==> config.mk <==
export PLATFORM = sky130hd
export DESIGN_NAME = axis_1553_msg_framer_flat
export DESIGN_NICKNAME = d
export VERILOG_FILES = /design/src/rtl/axis_1553_msg_framer_pkg.sv /design/src/rtl/axis_1553_msg_framer_if.sv /design/src/rtl/axis_1553_gap_timer.sv /design/src/rtl/axis_1553_msg_framer.sv /design/src/flat_wrapper.sv
export SDC_FILE = /design/constraint.sdc
export NUM_CORES = 1
export LEC_CHECK = 0
export CORE_UTILIZATION = 40
export CTS_BUF_LIST = sky130_fd_sc_hd__clkbuf_16
export CTS_CLUSTER_SIZE = 25
export DETAILED_ROUTE_END_ITERATION = 8
export PLACE_DENSITY = 0.68
export SYNTH_ARGS = -nofsm -noshare
export SYNTH_HDL_FRONTEND = slang
export SYNTH_SLANG_ARGS = --single-unit
==> constraint.sdc <==
create_clock -name aclk -period 2.65 [get_ports aclk]
set_clock_uncertainty 0.2 [all_clocks]
set_input_delay 0.53 -clock aclk [delete_from_list [all_inputs] [get_ports aclk]]
set_output_delay 0.53 -clock aclk [all_outputs]
set_load 0.005 [all_outputs]
==> src/rtl/axis_1553_msg_framer_pkg.sv <==
// Shared definitions for the 1553 message framer: tuser bit positions, command-word
// layout, FSM encoding and the expected-data-word-count helper.
package axis_1553_msg_framer_pkg;

    // Decoder-side tuser bits
    localparam int TUSER_CMD_SYNC  = 7;
    localparam int TUSER_DATA_SYNC = 6;
    localparam int TUSER_PERR      = 0;

    // Framer-side tuser bits
    localparam int OUT_IS_CMD = 7;
    localparam int OUT_ABORT  = 6;
    localparam int OUT_PERR   = 5;
    localparam int OUT_BCAST  = 4;

    typedef struct packed {
        logic [4:0] addr;
        logic       tr;
        logic [4:0] sa;
        logic [4:0] wc;
    } cmd_word_t;

    typedef enum logic [1:0] {
        ST_IDLE = 2'd0,
        ST_DATA = 2'd1,
        ST_SKIP = 2'd2
    } state_t;

    // Number of data words that follow a command on the bus (receive side only).
    function automatic logic [5:0] wc_expected(input cmd_word_t cmd);
        logic [5:0] n;
        logic       unused_addr;
        unused_addr = ^cmd.addr;
        n = 6'd0;
        if (cmd.sa == 5'd0 || cmd.sa == 5'd31) begin
            if (!cmd.tr && cmd.wc[4]) n = 6'd1;
        end else if (!cmd.tr) begin
            n = (cmd.wc == 5'd0) ? 6'd32 : {1'b0, cmd.wc};
        end
        return n;
    endfunction

    function automatic logic [7:0] make_tuser(input logic is_cmd, input logic abort,
                                              input logic perr, input logic bcast);
        return {is_cmd, abort, perr, bcast, 4'b0000};
    endfunction

endpackage

==> src/rtl/axis_1553_msg_framer_if.sv <==
// AXI-stream bundle shared by the decoder-facing and buffer-facing sides of the framer.
interface axis_1553_msg_framer_if #(
    parameter int DATA_W = 16,
    parameter int USER_W = 8
);
    logic [DATA_W-1:0] tdata;
    logic [USER_W-1:0] tuser;
    logic              tvalid;
    logic              tready;
    logic              tlast;

    modport master (output tdata, output tuser, output tvalid, output tlast, input tready);
    modport slave  (input tdata, input tuser, input tvalid, input tlast, output tready);
endinterface

==> src/rtl/axis_1553_gap_timer.sv <==
// Loadable down-counter measuring the silence between accepted words of a message.
module axis_1553_gap_timer #(
    parameter int          W        = 12,
    parameter int unsigned LOAD_VAL = 2399
) (
    input  logic aclk,
    input  logic arst,
    input  logic i_load,
    input  logic i_en,
    output logic o_expired
);
    logic [W-1:0] r_cnt;

    always_ff @(posedge aclk) begin
        if (arst) begin
            r_cnt <= '0;
        end else if (i_load) begin
            r_cnt <= W'(LOAD_VAL);
        end else if (i_en && r_cnt != '0) begin
            r_cnt <= r_cnt - 1'b1;
        end
    end

    assign o_expired = (r_cnt == '0);

endmodule

==> src/rtl/axis_1553_msg_framer.sv <==
// Groups decoded 1553 words into RT-addressed messages and emits them as a framed
// AXI stream with tlast on the final word and status flags in tuser.
module axis_1553_msg_framer
    import axis_1553_msg_framer_pkg::*;
#(
    parameter int unsigned clock_speed = 100000000,
    parameter int unsigned gap_us      = 24,
    parameter logic [4:0]  bcast_addr  = 5'd31
) (
    input  logic                          aclk,
    input  logic                          arst,
    input  logic [4:0]                    rt_addr,
    input  logic                          bcast_en,
    axis_1553_msg_framer_if.slave         s_axis,
    axis_1553_msg_framer_if.master        m_axis,
    output logic                          busy
);
    localparam longint unsigned GAP_CYCLES = (64'(gap_us) * 64'(clock_speed)) / 64'd1000000;
    localparam int              GAP_W      = $clog2(GAP_CYCLES + 64'd1);

    state_t      r_state, w_state_next;
    logic [5:0]  r_remaining, w_remaining_next;
    logic        r_bcast, w_bcast_next;
    logic        r_in_en;

    logic [15:0] r_m_tdata;
    logic [7:0]  r_m_tuser;
    logic        r_m_tvalid, r_m_tlast;

    cmd_word_t   w_cmd;
    logic [5:0]  w_n;
    logic        w_is_cmd, w_is_data, w_perr, w_match, w_is_bcast;
    logic        w_out_ready, w_stall_cmd, w_acc, w_gap_en, w_expired;
    logic        w_load, w_beat_last;
    logic [15:0] w_beat_data;
    logic [7:0]  w_beat_user;
    logic        w_unused_in;

    assign w_cmd       = cmd_word_t'(s_axis.tdata);
    assign w_is_cmd    = s_axis.tuser[TUSER_CMD_SYNC];
    assign w_is_data   = s_axis.tuser[TUSER_DATA_SYNC] & ~w_is_cmd;
    assign w_perr      = s_axis.tuser[TUSER_PERR];
    assign w_is_bcast  = bcast_en & (w_cmd.addr == bcast_addr);
    assign w_match     = (w_cmd.addr == rt_addr) | w_is_bcast;
    assign w_n         = wc_expected(w_cmd);
    assign w_unused_in = ^{s_axis.tlast, s_axis.tuser[5:1]};

    // A command arriving mid-message is held off for one beat so the abort goes out first.
    assign w_out_ready   = ~r_m_tvalid | m_axis.tready;
    assign w_stall_cmd   = (r_state == ST_DATA) & s_axis.tvalid & w_is_cmd;
    assign s_axis.tready = r_in_en & w_out_ready & ~w_stall_cmd;
    assign w_acc         = s_axis.tvalid & s_axis.tready;
    assign w_gap_en      = (r_state != ST_IDLE) & w_out_ready;

    axis_1553_gap_timer #(
        .W        (GAP_W),
        .LOAD_VAL (32'(GAP_CYCLES - 64'd1))
    ) u_gap_timer (
        .aclk      (aclk),
        .arst      (arst),
        .i_load    (w_acc),
        .i_en      (w_gap_en),
        .o_expired (w_expired)
    );

    always_ff @(posedge aclk) begin
        if (arst) begin
            r_state     <= ST_IDLE;
            r_remaining <= 6'd0;
            r_bcast     <= 1'b0;
            r_in_en     <= 1'b0;
        end else begin
            r_state     <= w_state_next;
            r_remaining <= w_remaining_next;
            r_bcast     <= w_bcast_next;
            r_in_en     <= 1'b1;
        end
    end

    always_comb begin
        w_state_next     = r_state;
        w_remaining_next = r_remaining;
        w_bcast_next     = r_bcast;
        case (r_state)
            ST_IDLE, ST_SKIP: begin
                if (w_acc && w_is_cmd) begin
                    if (w_match && !w_perr) begin
                        w_bcast_next     = w_is_bcast;
                        w_remaining_next = w_n;
                        w_state_next     = (w_n == 6'd0) ? ST_IDLE : ST_DATA;
                    end else begin
                        w_state_next = ST_SKIP;
                    end
                end else if (r_state == ST_SKIP && w_expired) begin
                    w_state_next = ST_IDLE;
                end
            end
            ST_DATA: begin
                if (w_stall_cmd) begin
                    if (w_out_ready) w_state_next = ST_IDLE;
                end else if (w_acc && w_is_data) begin
                    w_remaining_next = r_remaining - 6'd1;
                    if (r_remaining == 6'd1) w_state_next = ST_IDLE;
                end else if (!w_acc && w_expired && w_out_ready) begin
                    w_state_next = ST_IDLE;
                end
            end
            default: w_state_next = ST_IDLE;
        endcase
    end

    always_comb begin
        w_load      = 1'b0;
        w_beat_data = 16'h0000;
        w_beat_user = 8'h00;
        w_beat_last = 1'b0;
        case (r_state)
            ST_IDLE, ST_SKIP: begin
                if (w_acc && w_is_cmd && w_match && !w_perr) begin
                    w_load      = 1'b1;
                    w_beat_data = s_axis.tdata;
                    w_beat_user = make_tuser(1'b1, 1'b0, 1'b0, w_is_bcast);
                    w_beat_last = (w_n == 6'd0);
                end
            end
            ST_DATA: begin
                if (w_stall_cmd || (!w_acc && w_expired)) begin
                    if (w_out_ready) begin
                        w_load      = 1'b1;
                        w_beat_user = make_tuser(1'b0, 1'b1, 1'b0, r_bcast);
                        w_beat_last = 1'b1;
                    end
                end else if (w_acc && w_is_data) begin
                    w_load      = 1'b1;
                    w_beat_data = s_axis.tdata;
                    w_beat_user = make_tuser(1'b0, 1'b0, w_perr, r_bcast);
                    w_beat_last = (r_remaining == 6'd1);
                end
            end
            default: w_load = 1'b0;
        endcase
    end

    always_ff @(posedge aclk) begin
        if (arst) begin
            r_m_tvalid <= 1'b0;
            r_m_tdata  <= 16'h0000;
            r_m_tuser  <= 8'h00;
            r_m_tlast  <= 1'b0;
        end else if (w_load) begin
            r_m_tvalid <= 1'b1;
            r_m_tdata  <= w_beat_data;
            r_m_tuser  <= w_beat_user;
            r_m_tlast  <= w_beat_last;
        end else if (m_axis.tready) begin
            r_m_tvalid <= 1'b0;
        end
    end

    assign m_axis.tdata  = r_m_tdata;
    assign m_axis.tuser  = r_m_tuser;
    assign m_axis.tvalid = r_m_tvalid;
    assign m_axis.tlast  = r_m_tlast;
    assign busy          = (r_state != ST_IDLE);

endmodule
==> src/flat_wrapper.sv <==
// flat-port wrapper written by rule: the top's interface ports become plain ports
module axis_1553_msg_framer_flat import axis_1553_msg_framer_pkg::*;
#(
    parameter int unsigned clock_speed = 100000000,
    parameter int unsigned gap_us      = 24,
    parameter logic [4:0]  bcast_addr  = 5'd31
)
  (aclk, arst, rt_addr, bcast_en, busy, s_axis_tdata, s_axis_tuser, s_axis_tvalid, s_axis_tlast, s_axis_tready, m_axis_tdata, m_axis_tuser, m_axis_tvalid, m_axis_tlast, m_axis_tready);
  axis_1553_msg_framer_if s_axis_i ();
  axis_1553_msg_framer_if m_axis_i ();
  input  logic aclk;
  input  logic arst;
  input  logic [4:0] rt_addr;
  input  logic bcast_en;
  output logic busy;
  input wire logic [$bits(s_axis_i.tdata)-1:0] s_axis_tdata;
  input wire logic [$bits(s_axis_i.tuser)-1:0] s_axis_tuser;
  input wire logic [$bits(s_axis_i.tvalid)-1:0] s_axis_tvalid;
  input wire logic [$bits(s_axis_i.tlast)-1:0] s_axis_tlast;
  output wire logic [$bits(s_axis_i.tready)-1:0] s_axis_tready;
  output wire logic [$bits(m_axis_i.tdata)-1:0] m_axis_tdata;
  output wire logic [$bits(m_axis_i.tuser)-1:0] m_axis_tuser;
  output wire logic [$bits(m_axis_i.tvalid)-1:0] m_axis_tvalid;
  output wire logic [$bits(m_axis_i.tlast)-1:0] m_axis_tlast;
  input wire logic [$bits(m_axis_i.tready)-1:0] m_axis_tready;
  assign s_axis_i.tdata = s_axis_tdata;
  assign s_axis_i.tuser = s_axis_tuser;
  assign s_axis_i.tvalid = s_axis_tvalid;
  assign s_axis_i.tlast = s_axis_tlast;
  assign s_axis_tready = s_axis_i.tready;
  assign m_axis_tdata = m_axis_i.tdata;
  assign m_axis_tuser = m_axis_i.tuser;
  assign m_axis_tvalid = m_axis_i.tvalid;
  assign m_axis_tlast = m_axis_i.tlast;
  assign m_axis_i.tready = m_axis_tready;
  axis_1553_msg_framer #(.clock_speed(clock_speed), .gap_us(gap_us), .bcast_addr(bcast_addr)) u_core (.aclk(aclk), .arst(arst), .rt_addr(rt_addr), .bcast_en(bcast_en), .s_axis(s_axis_i), .m_axis(m_axis_i), .busy(busy));
endmodule
======== After elaboration in Yosys (flattened, before gate mapping) ========
Cells that the tools add are included.
storage, ports and cells
  register bits ........................... 48
  bits of input ports ..................... 35
  output and inout bits ................... 28
  word-level logic and storage cells ...... 111
operators by class
  add/subtract/negate cells ............... 2
  equal/unequal tests ..................... 14
  multiplexer cells ....................... 42
  bitwise operators ....................... 13
  reductions and logical operators ........ 30
operator list
  operator                 number
  $mux W16                 3
  $mux W6                  8
  $pmux W16 S2             1
  $mux W12                 2
  $mux W2                  8
  $mux W8                  2
  $pmux W8 S2              1
  $logic_not A12 Y1        1
  $mux W1                  12
  $pmux W6 S2              1
  $reduce_bool A12 Y1      1
  $sub A12 B1 Y12 const B  1
  $eq A5 B5 Y1 const B     2
  $logic_and A1 B1 Y1      10
  $logic_not A5 Y1         2
  $and A1 B1 Y1            8
  $ne A4 B3 Y1 const B     2
  $reduce_bool A2 Y1       4
  $mux W7                  1
  $eq A6 B1 Y1 const B     1
  $logic_not A6 Y1         1
  $sub A6 B1 Y6 const B    1
  $eq A5 B5 Y1             1
  $reduce_and A5 Y1        1
  other kinds (16)         26

======== Depth between registers and ports, before layout ========
Gate-level depths: netlist (run 1).
  depth after elaboration ................. 13
  depth in mapped cells ................... 8
  depth with buffers taken out ............ 7

======== Modules after synthesis ========
Synthesis (run 1) repeated with hierarchy kept, for this count alone.
unflattened totals
  cells, all modules ...................... 244
  area, all modules ....................... 2301.0 µm²
by module, submodules not included
  module                instances  cells each  area each (µm²)  sequential area each (µm²)
  axis_1553_msg_framer  1          171         1616.6           640.6
  axis_1553_gap_timer   1          73          684.4            240.2

======== Worst setup path after synthesis (run 1) ========
Ideal clock, no wire load.
  path kind ............................... input to register
  start ................................... in s_axis_tvalid
  end ..................................... reg u_core.r_m_tdata[10], in the netlist u_core.m_axis.tdata[10]
  library setup time ...................... 0.117 ns
  data arrival time ....................... 1.698 ns
  required time ........................... 2.333 ns
  setup slack ............................. 0.635 ns
  stages on the path ...................... 6
  buffers on the path ..................... 1
  path through ............................ a211oi_1 > nand4_2 > a211oi_4 > nor4_4 > buf_6 > a22o_1
between the ends
  word-level cells in the longest chain between the ends .. 10
  elaborated cells on any way between the ends .. 20
  classes of those cells .................. mux: 8; bitwise: 5; reduce/logical: 7
RTL lines
  what                                                              RTL line                                                  source
  from (decl)                                                       flat_wrapper.sv:18                                        input wire logic [$bits(s_axis_i.tvalid)-1:0] s_axis_tvalid;
  $and A1 B1 Y1 (2 in series)                                       axis_1553_msg_framer.sv:50                                assign w_stall_cmd = (r_state == ST_DATA) & s_axis.tvalid & w_is_cmd;
  $not A1 Y1                                                        axis_1553_msg_framer.sv:51                                assign s_axis.tready = r_in_en & w_out_ready & ~w_stall_cmd;
  $and A1 B1 Y1                                                     axis_1553_msg_framer.sv:51
  $and A1 B1 Y1                                                     axis_1553_msg_framer.sv:52                                assign w_acc = s_axis.tvalid & s_axis.tready;
  $logic_not A1 Y1 / $logic_and A1 B1 Y1 (equally long branches)    axis_1553_msg_framer.sv:127, axis_1553_msg_framer.sv:119
  $logic_and A1 B1 Y1 (on tied branches)                            axis_1553_msg_framer.sv:127, axis_1553_msg_framer.sv:119
  $logic_or A1 B1 Y1 / $logic_and A1 B1 Y1 (equally long branches)  axis_1553_msg_framer.sv:127, axis_1553_msg_framer.sv:119
  $mux W16, or another cell as far along                            axis_1553_msg_framer.sv:127                               if (w_stall_cmd || (!w_acc && w_expired)) begin
  $pmux W16 S2 / $pmux W1 S2 (equally long branches)                axis_1553_msg_framer.sv:117                               case (r_state)
  to (signal assigned)                                              axis_1553_msg_framer.sv:152                               r_m_tdata <= w_beat_data;
  to (decl)                                                         axis_1553_msg_framer.sv:26                                logic [15:0] r_m_tdata;
Several ways; a longest one is shown, not always the timed one.
A chain may end at the register's enable or synchronous reset.

======== Final worst setup path (run 1) ========
  start ................................... in s_axis_tuser[7]
  end ..................................... out s_axis_tready
between the ends
  word-level cells in the longest chain between the ends .. 3
RTL lines
  what           RTL line                    source
  from (decl)    flat_wrapper.sv:17          input wire logic [$bits(s_axis_i.tuser)-1:0] s_axis_tuser;
  $and A1 B1 Y1  axis_1553_msg_framer.sv:50
  $not A1 Y1     axis_1553_msg_framer.sv:51
  $and A1 B1 Y1  axis_1553_msg_framer.sv:51
  to (decl)      flat_wrapper.sv:20          output wire logic [$bits(s_axis_i.tready)-1:0] s_axis_tready;
Every way passes these cells.

==> impl_metrics.py, run 1 <==
metrics = {
    "clock_network": {
        "clk_pin_slew_worst_paths_ns": 0.06,
        "cts-root-buf": "clkbuf_16",
        "cts_max_level": 2,
        "cts_tree": "built",
        "cts_buffers": 5,
        "cts_buffer_depth": 2,
        "insertion_delay_ns": 0.28,
        "post_cts_resize_count": 0,
        "cts_hold_buf": 0,
        "clock_sinks": 44,
        "postCtsSetupRepairBufs": 0,
    },
    "global_route": {
        "antenna_found_initial": 0,
        "grtUsageTotal_pct": 19.67,
        "grt.overflow.total": 0,
        "grt_max_degree": 31,
        "grt_pass1_wl_um": 9584,
        "grt_pass1_vias": 2114,
    },
    "floorplan": {
        "die_area_um2": 6034,
        "fp.dieW_um": 77.68,
        "initial_core_util_pct": 41.60,
        "boundaryPins": 63,
        "num_rows": 27,
        "dieHeight_um": 77.68,
        "core_um2": 5507,
    },
    "drt": {
        "routed_wl_um": 5613,
        "drc": 0,
        "first_pass_iters": 4,
        "vias": 2153,
        "drt-initial-drc-count": 58,
        "routedWlPerCell_um": 14.36,
        "routed_via_density": 5.506,
        "ant_nets": 0,
    },
    "synthesis": {
        "synthFlopType": "dfxtp_1",
        "ys_types": 57,
        "yosys-top-cells-area": "dfxtp_1, a22o_1, xor2_1",
        "syn_avg_cell_area_um2": 9.275,
        "async_flop_share_pct": 0,
        "yosysSeqAreaShare_pct": 38.45,
        "yosysWarnings": 0,
        "synth_cells": 247,
        "ys_ff_latch": 44,
        "synth_edf_count": 0,
        "synth_area_leader_cell": "dfxtp_1",
        "synth_top_area_share_pct": 38.45,
        "synth_area_um2": 2291,
    },
    "sta": {
        "setup_viol": 0,
        "drv_slew": 0,
        "fin_crit_sh_pct": 98.07,
        "relSlewSlack_pct": 46.06,
        "hold_violations": 0,
        "fmax_mhz": 384.8,
        "layout_setup_ws_ns": 0.05104,
        "period_needed_ns": 2.599,
        "worst_pin_slew_ns": 0.8031,
        "rsz0062_at_grt": "no",
    },
    "final_layout": {
        "fillCellCount": 495,
        "multi_input_area_um2": 1318,
        "post-route-util_pct": 58.12,
        "drive_above_1_share_pct": 15.36,
        "nNetsFinal": 357,
        "antennaDiodeCount": 0,
        "areaGrowthSynthToFinish_pct": 39.71,
        "finalInstanceArea_um2": 3201,
        "seqCellArea_um2": 880.8,
    },
    "critical_path": {
        "path_buf_inv": 2,
        "path_max_fanout": 5,
        "end_kind": "output port",
        "slowest_delay_ns": 0.59,
        "crit_chain": "clkdlybuf4s50_1 > nand3_1 > and3_1 > clkdlybuf4s50_1",
        "r2r_cells": 7,
        "cp.arrival_ns": 1.87,
        "cp-start-kind": "input port",
        "cp_slowest_cell": "clkdlybuf4s50_1",
        "path_common_cell": "clkdlybuf4s50_1",
        "reg2reg_to": "u_core.m_axis.tdata[7]",
        "startpoint": "s_axis_tuser[7]",
        "critPathKind": "in2out",
        "r2r_slack_ns": 0.45,
        "worst-endpoint-required_ns": 1.92,
        "crit_family": "buffers and inverters",
        "r2r-start": "u_core.u_gap_timer.r_cnt[0]",
    },
    "min_path": {
        "whs_endpoint": "u_core.m_axis.tdata[4]",
        "whs_path_depth": 1,
        "worstHoldStart": "u_core.m_axis.tdata[4]",
        "hold_path.class": "reg2reg",
    },
    "pwr": {
        "p_leak_nw": 1.205,
        "vdd_ir_drop_max_uv": 326.6,
        "p_per_area_nw_per_um2": 506.4,
    },
    "place": {
        "gp_congestion": 0.8288,
        "dp_slack_ns": -0.09955,
        "dpl_cell_area_um2": 3033,
        "io_buffers": 52,
        "dp.final_hpwl_um": 4213,
    },
    "status": {
        "status": "finished clean",
    },
    "flow_run": {
        "cap_violations": 0,
    },
}
cells in the final DEF (no fill, tap or decap), drive strengths merged, types with 3 or more instances in the layout:
| cell | netlist | final |
|---|---|---|
| a211oi | 5 | 5 |
| a21oi | 17 | 17 |
| a22o | 16 | 16 |
| a22oi | 3 | 3 |
| a311oi | 3 | 3 |
| a31oi | 6 | 6 |
| and2 | 5 | 5 |
| buf | 8 | 24 |
| clkbuf | 7 | 5 |
| clkdlybuf4s50 | 0 | 52 |
| conb | 1 | 4 |
| dfxtp | 44 | 44 |
| ha | 4 | 4 |
| inv | 5 | 5 |
| nand2 | 16 | 16 |
| nand2b | 4 | 4 |
| nand3 | 6 | 6 |
| nand4 | 12 | 12 |
| nor2 | 18 | 18 |
| nor2b | 3 | 3 |
| nor3 | 12 | 12 |
| nor4 | 7 | 7 |
| o32ai | 3 | 3 |
| xor2 | 13 | 13 |
metrics by stage:
step | TNS (ns) | hold WS [ns] | cells | power (W)
final | 0 | 0.2761 | 391 | 0.001621
after global routing | 0 | 0.2934 | 391 | 0.001691
after CTS | 0 | 0.2822 | 391 | 0.001635
after detailed placement | -1.366 | 0.2592 | 383 | 0.0009361
after global placement | -1.256 | 0.2554 | 383 | 0.0009319
after floorplan | 0 | 0.2490 | 250 | 0.0008362
power breakdown:
group,switching [W],total [W],internal (W)
logic,0.000106,0.000223,0.000117
clock network,0.000256,0.000699,0.000443
registers,0.0000218,0.000699,0.000677
sequential cells by signal, indices dropped and copies added (netlist names):
register	count
u_core.r_remaining	6
u_core.r_bcast	1
u_core.u_gap_timer.r_cnt	12
u_core.m_axis.tdata	16
u_core.m_axis.tuser	4
u_core.m_axis.tlast	1
u_core.r_state	2
u_core.r_in_en	1
u_core.m_axis.tvalid	1
cell usage after synthesis, types with 2 or more instances:
cell type   n
nor4_1      4
a22oi_1     2
a211oi_1    4
a22o_1     16
nand4_1    11
nand3_1     5
nand2_1    15
buf_4       5
nor3_1     11
o32ai_1     3
clkbuf_1    7
ha_1        4
nor2_1     18
buf_2       2
nand2b_1    4
xor2_1     13
and2_1      5
a311oi_1    3
and4_1      2
a31oi_1     6
nor3b_1     2
a21oi_1    16
inv_1       5
and3_1      2
nor2b_1     2
nor4_4      3
or2_2       2
o21ai_0     2
a21o_1      2
dfxtp_1    44
per-layer routing:
| metal | global-route usage, % | part of all wire, % |
|---|---|---|
| met1 | 24.31 | 45 |
| met2 | 33.01 | 48 |
| met3 | 4.824 | 7.1 |
| met4 | 6.981 | 0.57 |
| met5 | 0 | 0 |
final cells by class:
| cell class | instances | share of cell area [%] |
|---|---|---|
| multi-input cells | 186 | 41.16 |
| repair buffers | 76 | 22.67 |
| well taps | 72 | 2.815 |
| clock buffers | 5 | 3.909 |
| clock inverters | 3 | 1.329 |
| inverters | 5 | 0.5864 |
| flip-flops and latches | 44 | 27.52 |
worst max-delay path by stage:
stage,cells past startpoint,to
2_1_floorplan,6,u_core.m_axis.tdata[10]
3_3_place_gp,6,u_core.m_axis.tdata[6]
3_5_place_dp,6,u_core.m_axis.tdata[7]
4_1_cts,4,s_axis_tready
5_1_grt,4,s_axis_tready
6_report,4,s_axis_tready
cells by family after synthesis:
kind of cell | after synthesis | share of synthesized area, %
buf+inv | 20 | 4.533
fa+ha+maj | 4 | 2.185
simple gates | 98 | 26.54
xor+xnor | 14 | 5.352
flops | 44 | 38.45
compound gates | 64 | 21.85
other cells | 1 | 0.1637
mux | 2 | 0.9284
worst reg2reg max path, stage by stage, from the launching register on:
cell and delay [ns]:
dfxtp_1 0.39, inv_1 0.08, ha_1 0.21, nor3b_1 0.15, nand4_2 0.15, a211oi_4 0.11, nor4_4 0.63, a22o_1 0.24
Note: power is estimated with default switching activity, not from simulation.
==> run 2, diff against run 1 <==
--- a/config.mk
+++ b/config.mk
@@ -9,7 +9,9 @@
 export CTS_BUF_LIST = sky130_fd_sc_hd__clkbuf_16
 export CTS_CLUSTER_SIZE = 25
 export DETAILED_ROUTE_END_ITERATION = 8
+export MAX_ROUTING_LAYER = met4
 export PLACE_DENSITY = 0.68
+export SETUP_SLACK_MARGIN = 0.2
 export SYNTH_ARGS = -nofsm -noshare
 export SYNTH_HDL_FRONTEND = slang
 export SYNTH_SLANG_ARGS = --single-unit
==> run 2 against run 1 <==
Effect of this change: die area unchanged; clock power about the same; sequential share of layout area down 0.14 points; global-route usage up 0.84 points; via count down 0.37%; non-clock buffer count up 1; setup slack better by 0.26 ns; sequential power about the same; final area up 0.51%; cell count up 0.26%; power up 0.11%; wire length up 0.39%; critical path type unchanged.
==> impl_metrics.py, run 2 (synthesis gave the netlist of run 1 again) <==
metrics = {
    "floorplan": {
        "fp.dieW_um": 77.68,
        "num_rows": 27,
        "dieHeight_um": 77.68,
        "die_area_um2": 6034,
        "boundaryPins": 63,
        "initial_core_util_pct": 41.60,
        "core_um2": 5507,
    },
    "drt": {
        "routed_via_density": 5.472,
        "drt-initial-drc-count": 63,
        "vias": 2145,
        "routedWlPerCell_um": 14.38,
        "drc": 0,
        "first_pass_iters": 4,
        "ant_nets": 0,
        "routed_wl_um": 5635,
    },
    "critical_path": {
        "cp.arrival_ns": 1.61,
        "path_max_fanout": 5,
        "critPathKind": "in2out",
        "r2r_cells": 8,
        "crit_chain": "dlygate4sd2_1 > nand3_1 > and3_1 > clkdlybuf4s50_1",
        "cp_slowest_cell": "clkdlybuf4s50_1",
        "end_kind": "output port",
        "cp-start-kind": "input port",
        "r2r-start": "u_core.u_gap_timer.r_cnt[0]",
        "worst-endpoint-required_ns": 1.92,
        "slowest_delay_ns": 0.49,
        "r2r_slack_ns": 0.49,
        "reg2reg_to": "u_core.m_axis.tdata[7]",
    },
    "place": {
        "dp.final_hpwl_um": 4213,
        "io_buffers": 52,
        "gp_congestion": 0.8414,
        "place_inst": 383,
    },
    "final_layout": {
        "mostFrequentLayoutCells": "clkdlybuf4s50_1, dfxtp_1, buf_4",
        "largest_reg_flops": 16,
        "antennaDiodeCount": 0,
        "final_common_cell": "clkdlybuf4s50_1",
        "final_cells": 392,
        "drive_above_1_share_pct": 15.63,
        "areaGrowthSynthToFinish_pct": 40.42,
        "nNetsFinal": 358,
    },
    "global_route": {
        "grtUsageTotal_pct": 20.51,
        "grt_pass1_vias": 2141,
        "antenna_found_initial": 0,
        "grt_max_degree": 31,
        "grt.overflow.total": 0,
        "grt_pass1_wl_um": 9708,
    },
    "sta": {
        "hold_violations": 0,
        "setup_tns_ns": 0,
        "rsz0062_at_grt": "no",
        "fin_crit_sh_pct": 88.22,
        "drv_slew": 0,
        "fmax_mhz": 427.8,
        "setup_viol": 0,
        "period_needed_ns": 2.338,
    },
    "clock_network": {
        "cts_tree": "built",
        "clock_sinks": 44,
        "cts-root-buf": "clkbuf_16",
        "clk_pin_slew_worst_paths_ns": 0.06,
        "insertion_delay_ns": 0.28,
        "cts_max_level": 2,
        "cts_buffers": 5,
        "cts_buffer_depth": 2,
    },
    "flow_run": {
        "cap_violations": 0,
    },
    "min_path": {
        "whs_endpoint": "u_core.m_axis.tdata[4]",
        "whs_path_depth": 1,
        "hold_path.class": "reg2reg",
        "worstHoldStart": "u_core.m_axis.tdata[4]",
    },
    "pwr": {
        "vdd_ir_drop_max_uv": 325.7,
        "p_leak_nw": 1.218,
        "p_per_area_nw_per_um2": 504.4,
    },
    "status": {
        "status": "finished clean",
    },
}
-- run 2: cell types whose count changed in the layout (fill, tap and decap cells not counted), sizes merged --
cell and delta:
dlygate4sd2 +3, clkdlybuf4s50 -3, buf +1
-- run 2: metrics by stage --
stage	setup WS (ns)	hold WS, ns	util (%)	instance area [um^2]	power (W)
floorplan	0.6354	0.2490	-	2302	0.0008362
global placement	-0.08574	0.2554	55.08	3033	0.0009319
detailed placement	-0.09955	0.2592	55.08	3033	0.0009361
CTS	0.3051	0.2822	58.42	3217	0.001636
global route	0.2514	0.2934	58.42	3217	0.001693
finish	0.3122	0.2790	58.42	3217	0.001622
-- run 2: critical path: cells and delay by family --
kind                   cells  cell delay (ns)
and+or+nand+nor            2             0.28
buffers and inverters      2             0.79
-- run 2: layout make-up --
| cell class | instances | area (um^2) |
|---|---|---|
| inverter | 5 | 18.77 |
| timing repair buffer | 77 | 742.0 |
| tap | 72 | 90.09 |
| multi-input combinational | 186 | 1318 |
| clock inverter | 3 | 42.54 |
| fill | 491 | 2290 |
| clock buffer | 5 | 125.1 |
| sequential | 44 | 880.8 |
-- run 2: timing repair --
action,4_1_cts,5_1_grt
hold endpoints to repair,0,0
setup buffers,1,0
setup endpoints to repair,2,0
hold buffers,0,0
gates resized for setup,3,0
-- run 2: layer usage --
metal	vias up	track usage [%]	routed length [um]
li1	1068	-	-
met2	69	33.01	2710
met4	0	7.736	48
met3	4	4.353	318
met5	-	-	0
met1	1004	25.11	2558
-- run 2: how the worst max path moves through the flow --
stage | startpoint | end | slack [ns] | cells after the start
3_5_place_dp | s_axis_tdata[15] | u_core.m_axis.tdata[7] | -0.1 | 6
6_report | s_axis_tuser[7] | s_axis_tready | 0.31 | 4
4_1_cts | s_axis_tuser[7] | s_axis_tready | 0.31 | 4
3_3_place_gp | s_axis_tdata[15] | u_core.m_axis.tdata[6] | -0.09 | 6
5_1_grt | s_axis_tdata[15] | u_core.r_remaining[0] | 0.25 | 7
2_1_floorplan | s_axis_tvalid | u_core.m_axis.tdata[10] | 0.64 | 6
-- run 2: where the power goes --
part | internal (W) | total, W | leakage (nW) | switching [W]
sequential | 0.000677 | 0.000699 | 0.357 | 0.0000215
clock | 0.000443 | 0.000698 | 0.0814 | 0.000255
combinational | 0.000118 | 0.000226 | 0.780 | 0.000107
total | 0.00124 | 0.00162 | 1.22 | 0.000384
==> run 3, diff against run 2 <==
--- a/config.mk
+++ b/config.mk
@@ -5,6 +5,7 @@
 export SDC_FILE = /design/constraint.sdc
 export NUM_CORES = 1
 export LEC_CHECK = 0
+export CAP_MARGIN = 25
 export CORE_UTILIZATION = 40
 export CTS_BUF_LIST = sky130_fd_sc_hd__clkbuf_16
 export CTS_CLUSTER_SIZE = 25
==> results of run 3 <==
Final layout, timing and power as in run 2 (identical DEF).
